<file path="config.mk">
export PLATFORM = sky130hd
export DESIGN_NAME = sb_tx_arbiter
export DESIGN_NICKNAME = d
export VERILOG_FILES = /design/src/rtl/sb_tx_arbiter.sv
export SDC_FILE = /design/constraint.sdc
export NUM_CORES = 1
export LEC_CHECK = 0
export ABC_CLOCK_PERIOD_IN_PS = 3000
export BUFFER_PORTS_ARGS = -buffer_cell sky130_fd_sc_hd__buf_4
export CAP_MARGIN = 5
export CORE_AREA = 4 4 134 136
export CTS_CLUSTER_SIZE = 10
export DETAILED_ROUTE_END_ITERATION = 16
export DIE_AREA = 0 0 138 140
export HOLD_SLACK_MARGIN = 0.12
export MAX_ROUTING_LAYER = met4
export PLACE_DENSITY = 0.67
export SLEW_MARGIN = 25
export SYNTH_ARGS = -nofsm -noshare
export SYNTH_HDL_FRONTEND = slang
export SYNTH_SLANG_ARGS = --single-unit
</file>
<file path="constraint.sdc">
create_clock -name clk_100MHz -period 3 [get_ports clk_100MHz]
set_input_delay 0.6 -clock clk_100MHz [delete_from_list [all_inputs] [get_ports clk_100MHz]]
set_output_delay 0.6 -clock clk_100MHz [all_outputs]
set_load 0.01 [all_outputs]
</file>
<file path="src/rtl/sb_tx_arbiter.sv">
`default_nettype none
// ============================================================================
// Module   : sb_tx_arbiter
// Purpose  : Round-robin arbiter that shares the sideband TX serializer
//            between the link-training substate engines. Holds the winning
//            message until the serializer accepts it, waits for completion
//            (with a timeout), then enforces an idle gap on the SB lane.
// Revision : 1.0 - initial release
// ============================================================================
module sb_tx_arbiter #(
  parameter int N_REQ       = 4,
  parameter int MSG_W       = 64,
  parameter int GAP_CYC     = 4,
  parameter int TIMEOUT_CYC = 1024
) (
  input  logic                   clk_100MHz,
  input  logic                   reset_n,
  input  logic                   flush_i,
  input  logic [N_REQ-1:0]       req_valid_i,
  input  logic [N_REQ*MSG_W-1:0] req_msg_i,
  output logic [N_REQ-1:0]       req_ready_o,
  output logic                   ser_valid_o,
  output logic [MSG_W-1:0]       ser_msg_o,
  input  logic                   ser_ready_i,
  input  logic                   ser_done_i,
  output logic                   busy_o,
  output logic                   timeout_o,
  output logic [15:0]            msg_cnt_o
);

  // Counter widths; never below one bit so degenerate parameter values work.
  localparam int PTR_W = (N_REQ > 1) ? $clog2(N_REQ) : 1;
  localparam int TO_W  = (TIMEOUT_CYC > 1) ? $clog2(TIMEOUT_CYC) : 1;
  localparam int GAP_W = (GAP_CYC > 1) ? $clog2(GAP_CYC) : 1;

  // Terminal timeout count and gap-counter reload value.
  localparam logic [TO_W-1:0]  TO_LAST  = TO_W'(TIMEOUT_CYC - 1);
  localparam logic [GAP_W-1:0] GAP_LOAD = (GAP_CYC > 0) ? GAP_W'(GAP_CYC - 1) : '0;

  typedef enum logic [1:0] {
    ST_IDLE = 2'd0,
    ST_SEND = 2'd1,
    ST_WAIT = 2'd2,
    ST_GAP  = 2'd3
  } state_e;

  state_e             state_q,   state_d;
  logic [PTR_W-1:0]   rr_ptr_q,  rr_ptr_d;
  logic [MSG_W-1:0]   hold_q,    hold_d;
  logic [TO_W-1:0]    to_cnt_q,  to_cnt_d;
  logic [GAP_W-1:0]   gap_cnt_q, gap_cnt_d;
  logic [15:0]        msg_cnt_q, msg_cnt_d;
  logic               timeout_q, timeout_d;

  logic               win_found;
  logic [PTR_W-1:0]   win_idx;
  logic [N_REQ-1:0]   grant;
  logic [MSG_W-1:0]   win_msg;
  logic               complete;

  // Round-robin search: first valid requester starting just after the last winner.
  always_comb begin
    win_found = 1'b0;
    win_idx   = '0;
    for (int k = 1; k <= N_REQ; k++) begin
      if (!win_found && req_valid_i[(int'(rr_ptr_q) + k) % N_REQ]) begin
        win_found = 1'b1;
        win_idx   = PTR_W'((int'(rr_ptr_q) + k) % N_REQ);
      end
    end
  end

  // One-hot accept, offered only in IDLE and never while flushing or in reset.
  always_comb begin
    grant = '0;
    if ((state_q == ST_IDLE) && win_found && !flush_i && reset_n) begin
      grant[win_idx] = 1'b1;
    end
  end

  assign win_msg = req_msg_i[int'(win_idx)*MSG_W +: MSG_W];

  // A message finishes on the done pulse, or when the timeout count expires.
  assign complete = ser_done_i || (to_cnt_q == TO_LAST);

  // Next-state logic; every register defaults to holding its value.
  always_comb begin
    state_d   = state_q;
    rr_ptr_d  = rr_ptr_q;
    hold_d    = hold_q;
    to_cnt_d  = to_cnt_q;
    gap_cnt_d = gap_cnt_q;
    msg_cnt_d = msg_cnt_q;
    timeout_d = 1'b0;

    case (state_q)
      ST_IDLE: begin
        if (|grant) begin
          hold_d   = win_msg;
          rr_ptr_d = win_idx;
          state_d  = ST_SEND;
        end
      end

      ST_SEND: begin
        // Serializer acceptance beats a simultaneous flush.
        if (ser_ready_i) begin
          to_cnt_d = '0;
          state_d  = ST_WAIT;
        end else if (flush_i) begin
          state_d = ST_IDLE;
        end
      end

      ST_WAIT: begin
        if (complete) begin
          msg_cnt_d = msg_cnt_q + 16'd1;
          // A done pulse on the final count is a normal completion.
          timeout_d = !ser_done_i;
          if (GAP_CYC > 0) begin
            gap_cnt_d = GAP_LOAD;
            state_d   = ST_GAP;
          end else begin
            state_d = ST_IDLE;
          end
        end else begin
          to_cnt_d = to_cnt_q + TO_W'(1);
        end
      end

      ST_GAP: begin
        if (gap_cnt_q == '0) begin
          state_d = ST_IDLE;
        end else begin
          gap_cnt_d = gap_cnt_q - GAP_W'(1);
        end
      end

      default: begin
        state_d = ST_IDLE;
      end
    endcase
  end

  // State and datapath registers; reset discards any held message.
  always_ff @(posedge clk_100MHz or negedge reset_n) begin
    if (!reset_n) begin
      state_q   <= ST_IDLE;
      rr_ptr_q  <= PTR_W'(N_REQ - 1);
      hold_q    <= '0;
      to_cnt_q  <= '0;
      gap_cnt_q <= '0;
      msg_cnt_q <= '0;
      timeout_q <= 1'b0;
    end else begin
      state_q   <= state_d;
      rr_ptr_q  <= rr_ptr_d;
      hold_q    <= hold_d;
      to_cnt_q  <= to_cnt_d;
      gap_cnt_q <= gap_cnt_d;
      msg_cnt_q <= msg_cnt_d;
      timeout_q <= timeout_d;
    end
  end

  // Serializer side is driven purely from registers.
  assign req_ready_o = grant;
  assign ser_valid_o = (state_q == ST_SEND);
  assign ser_msg_o   = hold_q;
  assign busy_o      = (state_q != ST_IDLE);
  assign timeout_o   = timeout_q;
  assign msg_cnt_o   = msg_cnt_q;

endmodule
`default_nettype wire
</file>
# Yosys cells after proc, flatten, opt, wreduce, memory -nomap -nowiden
# Cells that the tools add are included.
[totals] wordCells=100 inputBits=265 out_inout_bits=87 reg_bits=97
[classes] n_bitwise=4 n_eq_ne=11 reduce_logical=28 shifts=1 order_cmp=6 add_sub_neg=7 mux=36
[op_table] operator="$shiftx 256x9->64" count=1
[op_table] operator="$mux 10" count=2
[op_table] operator="$mux 2" count=10
[op_table] operator="$pmux 10 s2" count=1
[op_table] operator="$add 16x1->16 const B" count=1
[op_table] operator="$lt 3x4->1 const B" count=4
[op_table] operator="$mux 1" count=15
[op_table] operator="$add 10x1->10 const B" count=1
[op_table] operator="$eq 10x10->1 const B" count=1
[op_table] operator="$bmux 1 s2" count=4
[op_table] operator="$ne 2x2->1 const B" count=4
[op_table] operator="$pmux 2 s4" count=1
[op_table] operator="$reduce_or 2->1" count=4
[op_table] operator="$logic_and 1x1->1" count=7
[op_table] operator="$reduce_and 3->1" count=2
[op_table] operator="$reduce_bool 2->1" count=3
[op_table] operator="$logic_not 1->1" count=5
[op_table] operator="$add 2x1->2 const B" count=2
[op_table] operator="$add 2x2->2 const B" count=2
[op_table] operator="$and 1x1->1 const A" count=4
[op_table] operator="$eq 2x2->1 const B" count=2
[op_table] operator="$logic_not 2->1" count=2
[op_table] operator="$mux 4" count=1
[op_table] operator="$ne 2x1->1 const B" count=2
[op_table] operator="11 further kinds" count=12

# Longest topological paths before layout
# Gate-level depths: netlist of run 1.
[logic_depth] ltp_word=24 ltp_mapped=9 depth_no_buf=7

# Worst setup path before layout of run 1
# No wires, ideal clock.
[synth_path] path_kind="register -> output" start="reg state_q[0]" end="out req_ready_o[0]" path_buffers=2 arrival_ns=1.955 path_stages_with_launch=9 path_slack_ns=0.445 required_time_ns=2.400 cell_sequence="dfrtp_1 inv_1 ha_1 inv_1 or2_2 nor2_1 clkbuf_1 buf_2 and2_1"
[synth_via] elab_chain_len=5
[synth_rtl] element="start: declaration" line_no="47" source="state_e state_q, state_d;"
[synth_rtl] element="start signal: assignment" line_no="156" source="state_q <= state_d;"
[synth_rtl] element="$logic_not 2->1" line_no="76" source="if ((state_q == ST_IDLE) && win_found && !flush_i && reset_n) begin"
[synth_rtl] element="$logic_and 1x1->1 (3 in series)" line_no="76"
[synth_rtl] element="$mux 4" line_no="76"
[synth_rtl] element="end: declaration" line_no="21" source="output logic [N_REQ-1:0] req_ready_o,"
# Every way passes these cells.

# Worst setup path in the final report of run 1
[layout_path] start="reg rr_ptr_q[0]" end="out req_ready_o[2]"
[layout_via] elab_chain_len=19 word_cells_on_any_way=39 cone_classes="add/sub: 4; order compare: 2; mux: 23; reduce/logical: 10"
[layout_rtl] element="start: declaration" line_no="48" source="logic [PTR_W-1:0] rr_ptr_q, rr_ptr_d;"
[layout_rtl] element="start signal: assignment" line_no="149" source="rr_ptr_q <= PTR_W'(N_REQ - 1);"
[layout_rtl] element="start signal: assignment" line_no="157" source="rr_ptr_q <= rr_ptr_d;"
[layout_rtl] element="$add 2x1->2" line_no="66, 68"
[layout_rtl] element="$bmux 1 s2" line_no="66" source="if (!win_found && req_valid_i[(int'(rr_ptr_q) + k) % N_REQ]) begin"
[layout_rtl] element="$mux 1 (not written as such) (2 in series)" line_no="66"
[layout_rtl] element="$mux 1" line_no="66"
[layout_rtl] element="$logic_not 1->1" line_no="66"
[layout_rtl] element="$logic_and 1x1->1" line_no="66"
[layout_rtl] element="$mux 1" line_no="66"
[layout_rtl] element="$logic_not 1->1" line_no="66"
[layout_rtl] element="(+2 left out)"
[layout_rtl] element="$logic_not 1->1" line_no="66"
[layout_rtl] element="$logic_and 1x1->1" line_no="66"
[layout_rtl] element="$mux 2" line_no="66"
[layout_rtl] element="$lt 2x3->1 (not written as such) / $ge 2x1->1 (equally long branches)" line_no="77" source="grant[win_idx] = 1'b1;"
[layout_rtl] element="$logic_and 1x1->1 (not written as such)" line_no="77"
[layout_rtl] element="$mux 1 (not written as such)" line_no="77"
[layout_rtl] element="$demux 1 s2" line_no="77"
[layout_rtl] element="$mux 4 (*)" line_no="76"
# Mark *: on every way between the ends. The rest lies on a longest branch, timed or not. The select of a mux whose other input is x is not followed.

==> flow_metrics.tcl, run 1 <==
set metrics [dict create \
    nets 1182 \
    relSlewSlack 0.5258 \
    core_area_um2 16940 \
    place_inst 1123 \
    ir_drop_mv 0.3585 \
    post_drt_via_cell_ratio 5.361 \
    tritoncts "done" \
    drtPass1Iterations 8 \
    yosys-top-cells-area "dfrtp_1 (42%), a222oi_1 (11%), mux2_1 (9.6%)" \
    drive_gt1_frac 0.4573 \
    die_area_um2 19320 \
    clockPowerShare 0.173 \
    insertion_delay_ns 0.35 \
    stdcell_count 1140 \
    synth-edff-count 0 \
    gp_congestion 0.8976 \
    synth_most_common_cell "dfrtp_1" \
    netlist.area_leader.share 0.4153 \
    max_freq_ghz 0.3592 \
    p_seq_frac 0.303 \
    wirelength_um 22200 \
    hold_viol 0 \
    die_h_um 140 \
    start_util 0.3380 \
    track_usage 0.2253 \
    cts_setup_buffers 0 \
    power_density_nw_per_um2 819.3 \
    p_switching_mw 2.894 \
    p_comb_frac 0.524 \
    yosysWarnings 0 \
    required_ns 2.40 \
    arrival_ns 2.18 \
    dr_total_vias 6111 \
    seq_area_frac_synth 0.4245 \
    setup_viol 0 \
    cts-buffers-inserted 9 \
    grt_pass1_vias 5947 \
    status "finished, final reports clean" \
    synth_nets 849 \
    worst-slew-pin-transition_ns 0.7054 \
    antenna_found_initial 1 \
    finClkSkew_ns 0.007711 \
    cts.reportedPaths.clkPinSlew_ns 0.07 \
    critPathKind "reg2out" \
    slew_viol_final 0 \
    grt_start_max_net_pins 70 \
    cp_max_fo 23 \
    fin_tns_setup_ns 0 \
    ant_nets 0 \
    die_w_um 138 \
    synth_common_cells "dfrtp_1 (95), nor2_1 (85), a21oi_1 (73)" \
    cts-htree-levels 3 \
    overflow 0 \
    grt_pass1_wl_um 33790 \
    syn_to_final_growth_pct 55.98 \
    dominantRegCellSynth "dfrtp_1" \
    swShare 0.3956 \
    intPower_mw 4.422 \
    cts_resized 0 \
    io_buffers 351 \
    start_kind "flop" \
    route.detailed.drc 0 \
    period_minus_slack_ns 2.784 \
    synthArstFlopShare 1.000 \
    clk_path_buf_depth 2 \
    end_kind "output pin" \
    ys_ff_latch 97 \
    cts_root_buffer "clkbuf_16" \
    maxCapViolCount 0 \
    wl_per_cell_um 19.47 \
    cts.sinks 97 \
    drt-initial-drc-count 602 \
    hold_ws_ns 0.3574 \
    hp-class "in2async" \
    mappedNetlistArea_um2 5724 \
    io_pins 352 \
    leakage_nw 4.157 \
    yosys.area.top_type "dfrtp_1" \
    ctsHoldBuffers 0 \
    nFillCells 1578 \
    ys_types 55 \
    syn_avg_cell_area_um2 9.938 \
    placementRows 48 \
    timing.final.crit_share 0.9281 \
    rsz0062_at_grt "false" \
    synth_cells 576 \
    hpwl_um 17100 \
]
final cells by class:
type | instances | area [µm²] | share of cell area
multi-input cells | 422 | 3060 | 0.3428
repair buffers | 368 | 2788 | 0.3122
flip-flops and latches | 97 | 2430 | 0.2721
well taps | 225 | 281.5 | 0.03153
clock buffers | 9 | 225.2 | 0.02522
clock inverters | 7 | 100.1 | 0.01121
inverters | 11 | 41.29 | 0.004624
diodes | 1 | 2.502 | 0.0002803
critical path, stage by stage, from the launching register on:
cell and delay, ns:
dfstp_2 0.66, nor2b_2 0.09, a2111oi_4 0.51, buf_12 0.24
nand2_1 0.10, nor2_1 0.10, buf_4 0.14
placed cells by master (no fill, tap or decap), types with 6 or more instances in the layout:
cell type / synthesis / routed
nand3_1: 9 / 9
ha_1: 8 / 8
clkbuf_16: 0 / 9
mux2_1: 49 / 49
nor2_1: 85 / 84
o21ai_0: 10 / 9
xnor2_1: 16 / 16
buf_4: 2 / 366
nand2_1: 26 / 26
dfrtp_1: 95 / 95
nand2b_1: 6 / 6
mux2_2: 16 / 16
a21oi_1: 73 / 73
inv_1: 11 / 11
a222oi_1: 64 / 64
nand4_1: 6 / 6
flip-flops by register name, indices dropped and copies added, names as in the netlist, named ones only:
register	cells
state_q	1
to_cnt_q	10
gap_cnt_q	2
msg_cnt_o	16
timeout_o	1
rr_ptr_q	2
ser_msg_o	64
cells by family (layout without fill, tap and decap cells):
group / after synthesis / count (layout) / synth area share
buffers and inverters: 57 / 395 / 0.04940
AOI/OAI and AO/OA: 164 / 164 / 0.2133
xor gates and xnor gates: 21 / 21 / 0.03213
other: 0 / 1 / 0
muxes: 67 / 67 / 0.1314
and+or+nand+nor: 162 / 162 / 0.1318
adders and majority gates: 8 / 8 / 0.01749
DFF: 97 / 97 / 0.4245
layer usage:
metal	global-route usage	vias to the layer above	part of all wire	wire length (µm)
li1	-	2861	-	-
met1	0.2731	2926	0.41	9015
met2	0.3772	303	0.50	11050
met3	0.05428	21	0.082	1822
met4	0.06292	0	0.014	308
met5	-	-	0	0
path summary, 6_finish.rpt:
check	from	cells past startpoint	end	slack (ns)
min	reset_n	2	ser_msg_o[26]	0.36
max in group asynchronous	reset_n	3	ser_msg_o[63]	1.53
min in group clk_100MHz	ser_done_i	2	timeout_o	0.45
max	rr_ptr_q[0]	6	req_ready_o[2]	0.22
max reg2reg	rr_ptr_q[0]	6	ser_msg_o[13]	0.34
min reg2reg	msg_cnt_o[15]	1	msg_cnt_o[15]	0.47
per-stage QoR:
stage	util	setup slack, ns	cell area, µm²	power (mW)
2_1_floorplan	-	0.4448	5724	4.312
3_3_place_gp	0.5078	0.1511	8601	6.045
3_5_place_dp	0.5078	0.1435	8601	6.092
4_1_cts	0.5270	0.1966	8926	7.404
5_1_grt	0.5272	0.09181	8929	7.805
6_report	0.5272	0.2157	8929	7.316
power groups by stage:
stage	registers (mW)	clock network, mW	logic (mW)
after floorplan	2.36	0	1.95
after CTS	2.22	1.31	3.87
final	2.21	1.27	3.83
after global routing	2.29	1.37	4.15
after global placement	2.22	0	3.82
after detailed placement	2.23	0	3.86
Note: power is estimated with default switching activity, not from simulation.
==> run 2: changes to the inputs <==
--- a/config.mk
+++ b/config.mk
@@ -5,16 +5,16 @@
 export SDC_FILE = /design/constraint.sdc
 export NUM_CORES = 1
 export LEC_CHECK = 0
-export ABC_CLOCK_PERIOD_IN_PS = 3000
+export ABC_CLOCK_PERIOD_IN_PS = 2800
 export BUFFER_PORTS_ARGS = -buffer_cell sky130_fd_sc_hd__buf_4
 export CAP_MARGIN = 5
-export CORE_AREA = 4 4 134 136
+export CORE_AREA = 2 2 136 138
 export CTS_CLUSTER_SIZE = 10
 export DETAILED_ROUTE_END_ITERATION = 16
 export DIE_AREA = 0 0 138 140
 export HOLD_SLACK_MARGIN = 0.12
 export MAX_ROUTING_LAYER = met4
-export PLACE_DENSITY = 0.67
+export PLACE_DENSITY = 0.64
 export SLEW_MARGIN = 25
 export SYNTH_ARGS = -nofsm -noshare
 export SYNTH_HDL_FRONTEND = slang
==> constraint.sdc (replaced) <==
create_clock -name clk_100MHz -period 2.8 [get_ports clk_100MHz]
set_input_delay 0.56 -clock clk_100MHz [delete_from_list [all_inputs] [get_ports clk_100MHz]]
set_output_delay 0.56 -clock clk_100MHz [all_outputs]
set_load 0.01 [all_outputs]
==> flow_metrics.tcl, run 2 (synthesis gave the netlist of run 1 again) <==
set metrics [dict create \
    wl_met2_um 10490 \
    start_kind "flop" \
    finalInstanceArea_um2 9016 \
    post-route-util 0.5071 \
    dpl-instance-area_um2 8640 \
    cpPeakStageDelay_ns 0.60 \
    ir_drop_mv 0.5257 \
    wl_per_cell_um 18.82 \
    p_comb_frac 0.546 \
    dr_total_vias 6109 \
    arrival_ns 2.13 \
    worstPathCellList "nand2_1 > a2111oi_4 > buf_12 > nand2_1 > nor2_1 > buf_4" \
    fin_tns_setup_ns 0 \
    grt_start_max_net_pins 74 \
    core_area_um2 17780 \
    insertion_delay_ns 0.35 \
    p_seq_frac 0.299 \
    status "finished, final reports clean" \
    cts_setup_buffers 0 \
    end_kind "output pin" \
    cts.reportedPaths.clkPinSlew_ns 0.07 \
    overflow 0 \
    nets 1192 \
    leakage_nw 4.205 \
    ctsHoldBuffers 0 \
    layout_common_cells "buf_4 (372), dfrtp_1 (95), nor2_1 (84)" \
    clockPowerShare 0.155 \
    wirelength_um 21680 \
    cts.sinks 97 \
    top_layer "met4" \
    clk_path_buf_depth 2 \
    cts-htree-levels 3 \
    drive_gt1_frac 0.4615 \
    cp_max_fo 7 \
    hpwl_um 15900 \
    n_antenna_cell 0 \
    setup_viol 0 \
    setup_slack_ns 0.1144 \
    slew_viol_final 0 \
    placementRows 49 \
    wl_met3_um 1458 \
    hold_viol 0 \
    max_freq_ghz 0.3724 \
    syn_to_final_growth_pct 57.51 \
    p_switching_mw 3.044 \
    power_density_nw_per_um2 866.1 \
    antenna_found_initial 0 \
    required_ns 2.24 \
    cts_root_buffer "clkbuf_16" \
    drt-initial-drc-count 587 \
    slowest_stage "dfstp_2" \
    ant_nets 0 \
    finalPower_mw 7.809 \
    worst-slew-pin-transition_ns 0.7469 \
    timing.final.crit_share 0.9592 \
    io_buffers 351 \
    swShare 0.3898 \
    die_area_um2 19320 \
    cts-buffers-inserted 9 \
    cts_resized 0 \
    hp-class "in2async" \
    crit_path_frequent_cell "nand2_1" \
    die_h_um 140 \
    track_usage 0.2223 \
    intPower_mw 4.765 \
    drtPass1Iterations 9 \
    grt_pass1_wl_um 33350 \
    route.detailed.drc 0 \
    die_w_um 138 \
    relSlewSlack 0.5021 \
    largest_reg_flops 64 \
    grt_pass1_vias 5923 \
    tritoncts "done" \
    start_util 0.3220 \
    maxCapViolCount 0 \
    gp_congestion 0.8685 \
    cpLargestDelayFamily "flip-flops" \
    post_drt_via_cell_ratio 5.303 \
    period_minus_slack_ns 2.686 \
    critPathKind "reg2out" \
    layout_commonest_cell "buf_4" \
    place_ws_ns 0.1138 \
    m1WireLength_um 9420 \
    finClkSkew_ns 0.007191 \
    critPathBufInv 2 \
    io_pins 352 \
]
## run 2: cell type report
| class | count | area (µm²) |
|---|---|---|
| flip-flops and latches | 97 | 2430 |
| clock inverters | 2 | 12.51 |
| multi-input cells | 422 | 3058 |
| well taps | 229 | 286.5 |
| clock buffers | 13 | 270.3 |
| inverters | 11 | 41.29 |
| repair buffers | 378 | 2918 |
| fillers | 1712 | 8763 |
## run 2: path summary, 6_finish.rpt
kind,start,endpoint,slack [ns],cells past startpoint
setup / recovery,rr_ptr_q[1],req_ready_o[3],0.11,6
hold / removal,reset_n,msg_cnt_o[8],0.34,2
setup reg to reg,rr_ptr_q[1],ser_msg_o[48],0.20,8
hold reg to reg,msg_cnt_o[15],msg_cnt_o[15],0.49,1
max in group asynchronous,reset_n,ser_msg_o[34],1.32,3
min in group clk_100MHz,ser_done_i,timeout_o,0.41,2
## run 2: power by group through the flow
stage	sequential (mW)	clock (mW)	combinational, mW
finish	2.34	1.21	4.26
global route	2.41	1.31	4.61
CTS	2.35	1.25	4.13
detailed placement	2.37	0	4.12
global placement	2.36	0	4.08
floorplan	2.53	0	2.09
## run 2: routing by layer
metal  global-route usage  up-vias
li1                     -     2877
met1               0.2842     2964
met2               0.3572      241
met3              0.05436       27
met4              0.05424        0
met5                    -        -
## run 2: per-stage QoR
stage                     instances  hold slack [ns]
after CTS                      1143           0.3574
after global routing           1152           0.3722
final                          1152           0.3368
after detailed placement       1128           0.4678
after floorplan                 576           0.2644
after global placement         1128           0.4601
==> run 3: changes to the inputs <==
--- a/config.mk
+++ b/config.mk
@@ -5,16 +5,17 @@
 export SDC_FILE = /design/constraint.sdc
 export NUM_CORES = 1
 export LEC_CHECK = 0
+export ABC_AREA = 1
 export ABC_CLOCK_PERIOD_IN_PS = 2800
 export BUFFER_PORTS_ARGS = -buffer_cell sky130_fd_sc_hd__buf_4
 export CAP_MARGIN = 5
-export CORE_AREA = 2 2 136 138
+export CORE_AREA = 2 2 135 137
 export CTS_CLUSTER_SIZE = 10
 export DETAILED_ROUTE_END_ITERATION = 16
-export DIE_AREA = 0 0 138 140
+export DIE_AREA = 0 0 137 139
 export HOLD_SLACK_MARGIN = 0.12
 export MAX_ROUTING_LAYER = met4
-export PLACE_DENSITY = 0.64
+export PLACE_DENSITY = 0.75
 export SLEW_MARGIN = 25
 export SYNTH_ARGS = -nofsm -noshare
 export SYNTH_HDL_FRONTEND = slang
==> flow_metrics.tcl, run 3 <==
set metrics [dict create \
    die_area_um2 19040 \
    drive_gt1_frac 0.2826 \
    status "finished, final reports clean" \
    leakage_nw 6.116 \
    placementRows 49 \
    synthArstFlopShare 1.000 \
    grt_pass1_vias 8732 \
    nets 1779 \
    die_w_um 137 \
    synth-edff-count 0 \
    rsz0062_at_grt "true" \
    arrival_ns 2.17 \
    drtPass1Iterations 5 \
    timing.final.crit_share 0.9732 \
    wl_per_cell_um 15.27 \
    synth_cells 1199 \
    seq_area_frac_synth 0.3283 \
    post_drt_via_cell_ratio 5.129 \
    setup_viol 0 \
    syn_avg_cell_area_um2 6.173 \
    required_ns 2.24 \
    antenna_found_initial 0 \
    yosysWarnings 0 \
    io_buffers 351 \
    synth_nets 1472 \
    syn_to_final_growth_pct 42.64 \
    worst-slew-pin-transition_ns 0.8071 \
    netlist.area_leader.share 0.3662 \
    n_antenna_cell 0 \
    period_minus_slack_ns 2.725 \
    stdcell_count 1740 \
    track_usage 0.2831 \
    die_h_um 139 \
    cts-htree-levels 3 \
    tritoncts "done" \
    max_freq_ghz 0.3670 \
    ant_nets 0 \
    insertion_delay_ns 0.35 \
    yosys-top-cells-area "nand2_1 (37%), dfrtp_1 (32%), nand4_1 (11%)" \
    fin_tns_setup_ns 0 \
    layout_commonest_cell "nand2_1" \
    grt_pass1_wl_um 42120 \
    place_inst 1713 \
    finClkSkew_ns 0.01021 \
    critPathKind "reg2out" \
    cts_root_buffer "clkbuf_16" \
    hp-class "in2async" \
    gp_congestion 0.9693 \
    cts.sinks 97 \
    maxCapViolCount 0 \
    drt-initial-drc-count 545 \
    hpwl_um 19200 \
    hold_viol 0 \
    yosys.area.top_type "nand2_1" \
    ys_types 28 \
    cts-buffers-inserted 9 \
    slew_viol_final 0 \
    cts.reportedPaths.clkPinSlew_ns 0.07 \
    overflow 0 \
    ir_drop_mv 1.077 \
    io_pins 352 \
    largest_reg_flops 64 \
    dominantRegCellSynth "dfrtp_1" \
    grt_start_max_net_pins 99 \
    wirelength_um 26570 \
    core_area_um2 17660 \
    relSlewSlack 0.4619 \
    cp_max_fo 8 \
    synth_most_common_cell "nand2_1" \
    synth_common_cells "nand2_1 (722), nand4_1 (135), dfrtp_1 (95)" \
    clk_path_buf_depth 2 \
    power_density_nw_per_um2 1287 \
    ys_ff_latch 97 \
    layout_common_cells "nand2_1 (713), buf_4 (375), nand4_1 (135)" \
    start_kind "flop" \
    dr_total_vias 8925 \
    start_util 0.4191 \
    end_kind "output pin" \
    route.detailed.drc 0 \
    mappedNetlistArea_um2 7401 \
]
## run 3: final timing paths
| path | slack (ns) | cells after the start | from | to |
|---|---|---|---|---|
| max in group asynchronous | 1.36 | 3 | reset_n | ser_msg_o[58] |
| max | 0.07 | 12 | rr_ptr_q[0] | req_ready_o[1] |
| min in group clk_100MHz | 0.38 | 2 | ser_done_i | timeout_o |
| min | 0.26 | 2 | reset_n | ser_msg_o[23] |
| min reg2reg | 0.48 | 2 | ser_msg_o[33] | ser_msg_o[33] |
| max reg2reg | 0.27 | 16 | rr_ptr_q[0] | ser_msg_o[13] |
## run 3: repair_timing
item / CTS / global route
cloned: 0 / 2
hold endpoints to repair: 0 / 0
gates resized for setup: 0 / 10
setup buffers: 5 / 4
pin swaps: 2 / 4
hold buffers: 0 / 0
endpoints found under the setup margin: 4 / 4
## run 3: critical path: stages, from the launching register on
cell and delay, ns:
dfstp_2 0.60, inv_4 0.08, nand2_1 0.06, nand2_1 0.10, nand2_2 0.10, nand2_2 0.08, o21ai_1 0.19, nand2_2 0.09
a21oi_4 0.18, inv_2 0.08, nand3_1 0.07, inv_1 0.04, buf_4 0.14
## run 3: per-layer routing
layer | up-vias | GRT usage | wire [µm]
li1 | 4461 | - | -
met1 | 4029 | 0.3218 | 10570
met2 | 369 | 0.4776 | 12980
met3 | 66 | 0.04715 | 1876
met4 | 0 | 0.1394 | 1153
met5 | - | - | 0
## run 3: cell families (layout without fill, tap and decap cells)
group / count (synthesis) / after routing / share of synthesized area
DFF: 97 / 97 / 0.3283
and+or+nand+nor: 923 / 923 / 0.5253
adders and majority gates: 8 / 8 / 0.01353
xor gates and xnor gates: 19 / 19 / 0.02249
buffers and inverters: 124 / 436 / 0.09028
AOI/OAI and AO/OA: 28 / 28 / 0.02012
## run 3: layout make-up
class	instances	area [µm²]
fill	1732	7101
inverter	35	133.9
multi-input combinational	978	4367
timing repair buffer	385	3025
sequential	97	2430
clock buffer	12	236.5
tap	229	286.5
clock inverter	4	77.57
## run 3: stage by stage
stage                     setup slack, ns  power, mW  cell area, µm²  hold slack, ns  utilization
after floorplan                    0.3469      9.256            7401          0.2644            -
after detailed placement           0.1891      11.80           10100          0.4662       0.5721
after global routing             -0.05104      14.99           10560          0.2900       0.5979
after CTS                         0.02652      13.24           10450          0.2631       0.5920
final                             0.07491      13.58           10560          0.2560       0.5979
after global placement             0.2585      11.72           10100          0.4632       0.5721
## run 3: power by group
part           total, mW  switching, mW  internal, mW  leakage, nW
sequential          2.19          0.312          1.88         1.26
combinational       10.1           6.28          3.80         4.71
clock               1.32          0.530         0.787        0.151
total               13.6           7.13          6.46         6.12
